==> src/rtl/v810_bus_pkg.sv <==
// Shared types for the V810 fetch/data memory arbiter: FSM states, grant codes, bus widths.
package v810_bus_pkg;

  localparam int unsigned ADDR_W = 32;
  localparam int unsigned DATA_W = 32;
  localparam int unsigned BE_W   = 4;

  typedef enum logic [1:0] {
    IDLE   = 2'd0,
    LOCK_I = 2'd1,
    LOCK_D = 2'd2
  } bus_state_t;

  localparam logic [1:0] GNT_NONE = 2'b00;
  localparam logic [1:0] GNT_I    = 2'b01;
  localparam logic [1:0] GNT_D    = 2'b10;

endpackage

==> src/rtl/v810_bus_arb_if.sv <==
// Fetch port, data port and external memory bus of the V810 arbiter.
interface v810_bus_arb_if;
  import v810_bus_pkg::*;

  logic [ADDR_W-1:0] IA;
  logic [DATA_W-1:0] ID;
  logic              IREQ;
  logic              IACK;

  logic [ADDR_W-1:0] DA;
  logic [DATA_W-1:0] DD_I;
  logic [DATA_W-1:0] DD_O;
  logic [BE_W-1:0]   DBE;
  logic              DWR;
  logic              DREQ;
  logic              DACK;

  logic [ADDR_W-1:0] MA;
  logic [DATA_W-1:0] MD_I;
  logic [DATA_W-1:0] MD_O;
  logic [BE_W-1:0]   MBE;
  logic              MWR;
  logic              MREQ;
  logic              MACK;

  logic [1:0]        GNT;

  // Arbiter side.
  modport slave (
    input  IA, IREQ, DA, DD_O, DBE, DWR, DREQ, MD_I, MACK,
    output ID, IACK, DD_I, DACK, MA, MD_O, MBE, MWR, MREQ, GNT
  );

  // Core and memory side.
  modport master (
    output IA, IREQ, DA, DD_O, DBE, DWR, DREQ, MD_I, MACK,
    input  ID, IACK, DD_I, DACK, MA, MD_O, MBE, MWR, MREQ, GNT
  );

endinterface

==> src/rtl/v810_bus_arb.sv <==
// Merges the V810 fetch and data ports onto one memory bus. Data has priority,
// bounded by a streak counter so a pending fetch always makes progress.
module v810_bus_arb
  import v810_bus_pkg::*;
#(
  parameter int unsigned MAX_DSTREAK = 4
) (
  input logic           CLK,
  input logic           RESn,
  input logic           CE,
  v810_bus_arb_if.slave bus
);

  localparam int unsigned CNT_W = (MAX_DSTREAK > 0) ? $clog2(MAX_DSTREAK + 1) : 1;
  localparam logic [CNT_W-1:0] CNT_MAX = CNT_W'(MAX_DSTREAK);

  bus_state_t       state_q, state_d;
  logic [CNT_W-1:0] dstreak_q, dstreak_d;
  logic [1:0]       gnt;
  logic             data_win;
  logic             iack;
  logic             dack;

  assign bus.ID   = bus.MD_I;
  assign bus.DD_I = bus.MD_I;
  assign bus.MD_O = bus.DD_O;

  always_ff @(posedge CLK) begin
    if (!RESn) begin
      state_q   <= IDLE;
      dstreak_q <= '0;
    end else begin
      state_q   <= state_d;
      dstreak_q <= dstreak_d;
    end
  end

  // Owner selection, bus routing, lock transitions and streak update.
  always_comb begin
    state_d   = state_q;
    dstreak_d = dstreak_q;
    gnt       = GNT_NONE;
    bus.MA    = '0;
    bus.MBE   = '0;
    bus.MWR   = 1'b0;

    data_win = bus.DREQ && (!bus.IREQ || (MAX_DSTREAK == 0) || (dstreak_q < CNT_MAX));

    // Reset masks the owner so every bus output drops while RESn is low.
    if (RESn) begin
      case (state_q)
        LOCK_I:  gnt = GNT_I;
        LOCK_D:  gnt = GNT_D;
        default: begin
          if (data_win) begin
            gnt = GNT_D;
          end else if (bus.IREQ) begin
            gnt = GNT_I;
          end
        end
      endcase
    end

    case (gnt)
      GNT_I: begin
        bus.MA  = bus.IA;
        bus.MBE = '1;
      end
      GNT_D: begin
        bus.MA  = bus.DA;
        bus.MBE = bus.DBE;
        bus.MWR = bus.DWR;
      end
      default: ;
    endcase

    iack     = bus.MACK && (gnt == GNT_I);
    dack     = bus.MACK && (gnt == GNT_D);
    bus.MREQ = (gnt != GNT_NONE);
    bus.GNT  = gnt;
    bus.IACK = iack;
    bus.DACK = dack;

    if (CE) begin
      case (state_q)
        IDLE: begin
          if ((gnt == GNT_I) && !bus.MACK) begin
            state_d = LOCK_I;
          end else if ((gnt == GNT_D) && !bus.MACK) begin
            state_d = LOCK_D;
          end
        end
        LOCK_I, LOCK_D: begin
          if (bus.MACK) begin
            state_d = IDLE;
          end
        end
        default: state_d = IDLE;
      endcase

      if (!bus.IREQ || iack) begin
        dstreak_d = '0;
      end else if (dack && (dstreak_q < CNT_MAX)) begin
        dstreak_d = dstreak_q + CNT_W'(1);
      end
    end
  end

endmodule

==> src/flat_wrapper.sv <==
// flat-port wrapper written by rule: the top's interface ports become plain ports
module v810_bus_arb_flat import v810_bus_pkg::*;
#(
  parameter int unsigned MAX_DSTREAK = 4
)
  (CLK, RESn, CE, bus_IA, bus_IREQ, bus_DA, bus_DD_O, bus_DBE, bus_DWR, bus_DREQ, bus_MD_I, bus_MACK, bus_ID, bus_IACK, bus_DD_I, bus_DACK, bus_MA, bus_MD_O, bus_MBE, bus_MWR, bus_MREQ, bus_GNT);
  v810_bus_arb_if bus_i ();
  input logic CLK;
  input logic RESn;
  input logic CE;
  input wire logic [$bits(bus_i.IA)-1:0] bus_IA;
  input wire logic [$bits(bus_i.IREQ)-1:0] bus_IREQ;
  input wire logic [$bits(bus_i.DA)-1:0] bus_DA;
  input wire logic [$bits(bus_i.DD_O)-1:0] bus_DD_O;
  input wire logic [$bits(bus_i.DBE)-1:0] bus_DBE;
  input wire logic [$bits(bus_i.DWR)-1:0] bus_DWR;
  input wire logic [$bits(bus_i.DREQ)-1:0] bus_DREQ;
  input wire logic [$bits(bus_i.MD_I)-1:0] bus_MD_I;
  input wire logic [$bits(bus_i.MACK)-1:0] bus_MACK;
  output wire logic [$bits(bus_i.ID)-1:0] bus_ID;
  output wire logic [$bits(bus_i.IACK)-1:0] bus_IACK;
  output wire logic [$bits(bus_i.DD_I)-1:0] bus_DD_I;
  output wire logic [$bits(bus_i.DACK)-1:0] bus_DACK;
  output wire logic [$bits(bus_i.MA)-1:0] bus_MA;
  output wire logic [$bits(bus_i.MD_O)-1:0] bus_MD_O;
  output wire logic [$bits(bus_i.MBE)-1:0] bus_MBE;
  output wire logic [$bits(bus_i.MWR)-1:0] bus_MWR;
  output wire logic [$bits(bus_i.MREQ)-1:0] bus_MREQ;
  output wire logic [$bits(bus_i.GNT)-1:0] bus_GNT;
  assign bus_i.IA = bus_IA;
  assign bus_i.IREQ = bus_IREQ;
  assign bus_i.DA = bus_DA;
  assign bus_i.DD_O = bus_DD_O;
  assign bus_i.DBE = bus_DBE;
  assign bus_i.DWR = bus_DWR;
  assign bus_i.DREQ = bus_DREQ;
  assign bus_i.MD_I = bus_MD_I;
  assign bus_i.MACK = bus_MACK;
  assign bus_ID = bus_i.ID;
  assign bus_IACK = bus_i.IACK;
  assign bus_DD_I = bus_i.DD_I;
  assign bus_DACK = bus_i.DACK;
  assign bus_MA = bus_i.MA;
  assign bus_MD_O = bus_i.MD_O;
  assign bus_MBE = bus_i.MBE;
  assign bus_MWR = bus_i.MWR;
  assign bus_MREQ = bus_i.MREQ;
  assign bus_GNT = bus_i.GNT;
  v810_bus_arb #(.MAX_DSTREAK(MAX_DSTREAK)) u_core (.CLK(CLK), .RESn(RESn), .CE(CE), .bus(bus_i));
endmodule
==> config.mk <==
export PLATFORM = sky130hd
export DESIGN_NAME = v810_bus_arb_flat
export DESIGN_NICKNAME = d
export VERILOG_FILES = /design/src/rtl/v810_bus_pkg.sv /design/src/rtl/v810_bus_arb_if.sv /design/src/rtl/v810_bus_arb.sv /design/src/flat_wrapper.sv
export SDC_FILE = /design/constraint.sdc
export NUM_CORES = 1
export LEC_CHECK = 0
export ABC_AREA = 0
export BUFFER_PORTS_ARGS = -buffer_cell sky130_fd_sc_hd__buf_2
export CORE_AREA = 3 3 107 109
export DETAILED_ROUTE_END_ITERATION = 7
export DIE_AREA = 0 0 110 112
export PLACE_DENSITY = 0.55
export SYNTH_ARGS = -nofsm -noshare
export SYNTH_HDL_FRONTEND = slang
export SYNTH_SLANG_ARGS = --single-unit
==> constraint.sdc <==
create_clock -name CLK -period 4.3 [get_ports CLK]
set_input_delay 0.215 -clock CLK [delete_from_list [all_inputs] [get_ports CLK]]
set_output_delay 0.215 -clock CLK [all_outputs]
set_load 0.02 [all_outputs]
==> run summary, run 1 <==
path depth of the worst reg2reg path - 9
post-route minimum period - 3.03 ns
via count - 1526
hold buffer count at CTS - 0
type of origin of the critical path - flip-flop
critical path type - flip-flop to output port
post-synth top area share - 42.8%
Hold Crit Depth - 3
Tot GR Track Use - 6.92%
first-pass GRT wire length - 6.80 mm
Multi-input gate area - 795 um^2
post-synthesis sequential area ratio - 5.88%
Pre-Repair DR Iteration Count - 4
fmax - 0.330 GHz
Clock power frac - 31.7%
Worst R2R Setup Slack - 1.60 ns
Post-DRT Antenna Nets - 0
num rows - 38
Synthesis Warnings - 0
Initial Util - 15.9%
TritonCTS Sinks - 5
Net Sw Power - 0.0000990 W
worst path arrival time - 2.82 ns
total congestion overflow - 0
vias in the first global route - 1394
Finish-stage setup viols - 0
fillcell total - 1223
worst clock skew - 0.00191 ns
PD cells - 158 mW/mm^2
Worst Setup End Kind - output port
Cells after Synth - 236
RD Place Congestion - 0.690
Clock transition at path regs - 0.04 ns
CTS tree - built
die height - 112 um
switching share of power - 36.1%
setup_tns - 0 ns
Crit Reg-Reg Endpoint - u_core.dstreak_q[1]$_SDFFE_PN0P_
Synth area leader - buf_4
worst min path class - primary input to flip-flop
CP Max Fanout - 36
post-CTS setup repair buffer count - 0
number of distinct library cells after synthesis - 27
Die X - 110 um
core area - 0.0107 mm^2
initial antenna violation count - 0
Skew-Pair Late Insertion Delay - 0.22 ns
Ports - 277
peak supply drop - 0.000131 V
final net count - 396
final hold viol count - 0
top cells by area, synth - buf_4, a22oi_1, nor2b_1
DRC - 0
Via density - 3.92
Min Hold Slack - 0.353 ns
DR WL/cell - 12.9 um
internal power - 0.000175 W
RSZ-0062 raised after global routing - false
Worst Hold Launch - RESn
diode count - 0
drt total wl - 5.00 mm
sequential power share - 17.4%
max_cap viols - 0
Max-Slew Margin vs Limit - 38.1%
DIE AREA - 0.0123 mm^2
IO Port Bufs - 116
Max Slew Vio Count - 0
clock buffer count from CTS - 3
Initial DRC Count - 42
Post-Syn Area - 0.00170 mm^2
Comb pwr share - 50.9%
average size of a mapped cell - 7.21 um^2
Area Overhead vs Synth - 2.06%
post-cts resize count - 0
worst slew pin tran - 0.928 ns
leakage power - 0.820 nW
RR Startpoint - u_core.state_q[0]$_SDFFE_PN0P_
Tot Pwr - 0.000274 W
syn_nets - 382
H-tree Lvls - 1
deepest clock path buffer count - 2
Seq. cell area - 100 um^2
hpwl dp - 4.03 mm
Critical Path RT - 4.09 ns
fin crit share - 70.5%
status - finished, final reports clean
largest net degree at the start of global routing - 42
CTS root buf - clkbuf_8
Seq cells post-synth - 5
layout cells sized above 1 - 49.4%
Hold EP - u_core.dstreak_q[0]$_SDFFE_PN0P_
[layer usage]
metal | GRT usage (%) | part of all wire, % | vias to the layer above
li1 | - | - | 726
met1 | 7.86 | 38 | 676
met2 | 11.9 | 48 | 96
met3 | 2.14 | 11 | 28
met4 | 2.66 | 2.7 | 0
met5 | 0 | 0 | -
[flip-flops by register name, summed over array words and instances, names as in the netlist]
| name | cells |
|---|---|
| u_core.dstreak_q | 3 |
| u_core.state_q | 2 |
[cell type report]
class / count / share of cell area, %
Clock buffer: 4 / 2.59
Inverter: 7 / 1.51
Multi-Input combinational cell: 115 / 45.7
Sequential cell: 5 / 5.76
Tap cell: 140 / 10.1
Timing Repair Buffer: 118 / 34.3
[power groups by stage]
stage                     logic [W]  registers, W  clock network [W]
after global routing       0.000154     0.0000479          0.0000941
after detailed placement   0.000141     0.0000485                  0
after floorplan            0.000210     0.0000484                  0
final                      0.000140     0.0000479          0.0000869
after CTS                  0.000142     0.0000479          0.0000885
after global placement     0.000138     0.0000485                  0
[synthesized netlist by cell type, drive strengths merged]
cell and n:
a21oi 4, and4bb 1, inv 7, a31oi 1, clkbuf 6, nor2b 38, a21bo 1, nand2 9
o31a 1, buf 103, a22oi 32, ha 7, a211oi 1, o31ai 1, a221oi 2, dfxtp 5
o311ai 1, nand4 1, nor3 1, o21ai 2, nand2b 2, nand3 1, o22ai 2, or3 1
o21a 1, and2 5
[stage by stage]
step	instances	worst slack, ns	utilization [%]	instance area (um^2)
after floorplan	236	1.79	-	1700
after global placement	385	1.58	15.8	1690
after detailed placement	385	1.42	15.8	1690
after CTS	389	1.18	16.2	1740
after global routing	389	0.995	16.2	1740
final	389	1.27	16.2	1740
[kinds of logic (layout without fill, tap and decap cells)]
family          after synthesis  count (layout)  share of synthesized area, %
flops                         5               5                          5.88
buf+inv                     116             129                          47.4
compound gates               49              49                          21.0
simple gates                 59              59                          20.6
fa+ha+maj                     7               7                          5.15
[critical path: stages, from the launching register on]
cell and delay [ns]:
dfxtp_1 0.34, inv_1 0.07, ha_1 0.39, o31ai_1 0.34, nand2_1 0.13, ha_1 0.91
nor2b_1 0.23, buf_2 0.18
[how the worst max path moves through the flow]
stage,start,end,slack (ns)
final,u_core.state_q[0]$_SDFFE_PN0P_,bus_MA[6],1.27
after global routing,u_core.state_q[0]$_SDFFE_PN0P_,bus_MA[9],0.99
after CTS,u_core.state_q[0]$_SDFFE_PN0P_,bus_MA[9],1.18
after detailed placement,u_core.state_q[0]$_SDFFE_PN0P_,bus_MA[6],1.42
after global placement,u_core.state_q[0]$_SDFFE_PN0P_,bus_MA[20],1.58
after floorplan,u_core.state_q[0]$_SDFFE_PN0P_,bus_MA[11],1.79
[layout by cell type (no fill, tap or decap), types with 2 or more instances in the layout]
cell / n
a21oi_1: 4
a221oi_1: 2
a22oi_1: 32
and2_1: 5
buf_2: 116
buf_4: 2
clkbuf_8: 3
dfxtp_1: 5
ha_1: 7
inv_1: 7
nand2_1: 9
nand2b_1: 2
nor2b_1: 38
o21ai_0: 2
o22ai_1: 2
(Power assumes the default switching activity.)
==> run 2, diff against run 1 <==
--- a/config.mk
+++ b/config.mk
@@ -10,7 +10,7 @@
 export CORE_AREA = 3 3 107 109
 export DETAILED_ROUTE_END_ITERATION = 7
 export DIE_AREA = 0 0 110 112
-export PLACE_DENSITY = 0.55
+export PLACE_DENSITY = 0.56
 export SYNTH_ARGS = -nofsm -noshare
 export SYNTH_HDL_FRONTEND = slang
 export SYNTH_SLANG_ARGS = --single-unit
==> constraint.sdc (replaced) <==
create_clock -name CLK -period 2.5 [get_ports CLK]
set_input_delay 0.125 -clock CLK [delete_from_list [all_inputs] [get_ports CLK]]
set_output_delay 0.125 -clock CLK [all_outputs]
set_load 0.02 [all_outputs]
==> run 2 against run 1 <==
Final area grew 7.2%. Sequential cell count is the same. Sequential power grew 72%. Global-route usage grew 1.3 points. Clock skew grew 0.00070 ns. Worst setup slack lost 1.2 ns. Count of clock-buffer cells in the layout is the same. Highest routed layer unchanged.
==> run summary, run 2 (synthesis results as in run 1) <==
critical path type - flip-flop to output port (unchanged)
peak supply drop - 0.000200 V (was 0.000131 V)
switching share of power - 35.9% (was 36.1%)
Comb pwr share - 54.1% (was 50.9%)
fmax - 0.418 GHz
Max-Slew Margin vs Limit - 75.7% (was 38.1%)
CTS tree - built (unchanged)
H-tree Lvls - 1 (unchanged)
TritonCTS Sinks - 5 (unchanged)
IO Port Bufs - 116 (unchanged)
Skew-Pair Late Insertion Delay - 0.22 ns (about the same)
worst min path class - primary input to output port (was primary input to flip-flop)
DR WL/cell - 14.2 um (was 12.9 um)
max_cap viols - 0 (unchanged)
Via density - 4.03 (was 3.92)
Pre-Repair DR Iteration Count - 4 (unchanged)
first-pass GRT wire length - 7.83 mm (was 6.80 mm)
status - finished, final reports clean (unchanged)
worst slew pin tran - 0.365 ns (was 0.928 ns)
num rows - 38 (unchanged)
CTS root buf - clkbuf_8 (unchanged)
final net count - 400 (was 396)
Cell Count, Final, Fillers Out - 393 (was 389)
PD cells - 270 mW/mm^2 (was 158 mW/mm^2)
die height - 112 um (unchanged)
hpwl dp - 4.24 mm (was 4.03 mm)
Die X - 110 um (unchanged)
via count - 1585 (was 1526)
Tot Pwr - 0.000504 W (was 0.000274 W)
max reg flops - 3 (unchanged)
Top reg by flops - u_core.dstreak_q (unchanged)
DRC - 0 (unchanged)
Clock power frac - 29.5% (was 31.7%)
type of origin of the critical path - flip-flop (unchanged)
final hold viol count - 0 (unchanged)
Initial Util - 15.9% (unchanged)
RD Place Congestion - 0.803 (was 0.690)
drt total wl - 5.58 mm (was 5.00 mm)
total congestion overflow - 0 (unchanged)
worst clock skew - 0.00261 ns (was 0.00191 ns)
leakage power - 0.864 nW (was 0.820 nW)
Area Overhead vs Synth - 9.41% (was 2.06%)
post-CTS setup repair buffer count - 0 (unchanged)
initial antenna violation count - 0 (unchanged)
Post-Place Cells - 388 (was 385)
Max Slew Vio Count - 0 (unchanged)
deepest clock path buffer count - 2 (unchanged)
CP Max Fanout - 21 (was 36)
commonest non-fill, non-tap cell in the layout - buf_2 (unchanged)
layout cells sized above 1 - 51.8% (was 49.4%)
core area - 0.0107 mm^2 (unchanged)
Critical Path RT - 2.38 ns (was 4.09 ns)
Largest regs - u_core.dstreak_q: 3 flops, u_core.state_q: 2 flops (unchanged)
diode count - 0 (unchanged)
Post-DRT Antenna Nets - 0 (unchanged)
DIE AREA - 0.0123 mm^2 (unchanged)
clock buffer count from CTS - 3 (unchanged)
Worst Setup End Kind - output port (unchanged)
internal power - 0.000323 W (was 0.000175 W)
Ports - 277 (unchanged)
vias in the first global route - 1591 (was 1394)
Clock transition at path regs - 0.03 ns (was 0.04 ns)
post-route minimum period - 2.39 ns
fin crit share - 95.7%
hold buffer count at CTS - 0 (unchanged)
Initial DRC Count - 75 (was 42)
Net Sw Power - 0.000181 W (was 0.0000990 W)
Finish-stage setup viols - 0 (unchanged)
worst path arrival time - 2.27 ns (was 2.82 ns)
most frequent cells in the layout - buf_2, nor2b_1, a22oi_1 (unchanged)
largest net degree at the start of global routing - 32 (was 42)
Tot GR Track Use - 8.20% (was 6.92%)
sequential power share - 16.4% (was 17.4%)
-- run 2: worst paths after layout --
path	start	end	slack [ns]	cells past startpoint
worst min register to register	u_core.dstreak_q[1]$_SDFFE_PN0P_	u_core.dstreak_q[1]$_SDFFE_PN0P_	0.48	2
worst min-delay path	bus_DD_O[12]	bus_MD_O[12]	0.25	0
worst max register to register	u_core.state_q[0]$_SDFFE_PN0P_	u_core.dstreak_q[0]$_SDFFE_PN0P_	0.23	9
worst max-delay path	u_core.state_q[0]$_SDFFE_PN0P_	bus_MA[11]	0.11	9
-- run 2: metal layers --
metal	vias up	part of all wire, %	routed length, um	GRT usage [%]
met4	0	3.2	177	4.66
met2	100	47	2650	13.1
li1	733	-	-	-
met5	-	0	0	0
met3	36	11	600	2.55
met1	716	39	2150	9.58
-- run 2: critical path, stage by stage (launching register included) --
cell,delay [ns]
dfxtp_1,0.34
inv_1,0.09
ha_4,0.28
o31ai_4,0.25
and2_4,0.18
ha_2,0.26
buf_12,0.19
a22oi_1,0.11
nor2b_1,0.15
buf_2,0.18
-- run 2: power groups by stage --
stage	logic (W)	registers, W	clock network, W
2_1_floorplan	0.000361	0.0000833	0
3_3_place_gp	0.000256	0.0000834	0
3_5_place_dp	0.000261	0.0000835	0
4_1_cts	0.000271	0.0000824	0.000154
5_1_grt	0.000298	0.0000824	0.000161
6_report	0.000273	0.0000824	0.000149
-- run 2: final cells by class --
type | instances | area [um^2]
Clock buffer | 4 | 45.0
Fill cell | 1235 | 8840
Inverter | 7 | 26.3
Multi-Input combinational cell | 115 | 826
Sequential cell | 5 | 100
Tap cell | 140 | 175
Timing Repair Buffer | 122 | 689
-- run 2: what timing repair did --
| item | 4_1_cts | 5_1_grt |
|---|---|---|
| cloned | 1 | 0 |
| endpoints found under the setup margin | 3 | 39 |
| pin swaps | 0 | 0 |
| gates resized for setup | 3 | 7 |
| endpoints found under the hold margin | 0 | 0 |
-- run 2: metrics by stage --
step                setup slack, ns  hold slack [ns]  TNS [ns]  util, %  cell area, um^2
floorplan                    0.0832            0.309         0        -             1700
global placement              0.205            0.250         0     16.4             1750
detailed placement           0.0924            0.250         0     16.4             1750
CTS                          0.0391            0.250         0     17.2             1840
global route                -0.0345            0.250   -0.0869     17.4             1860
finish                        0.108            0.250         0     17.4             1860
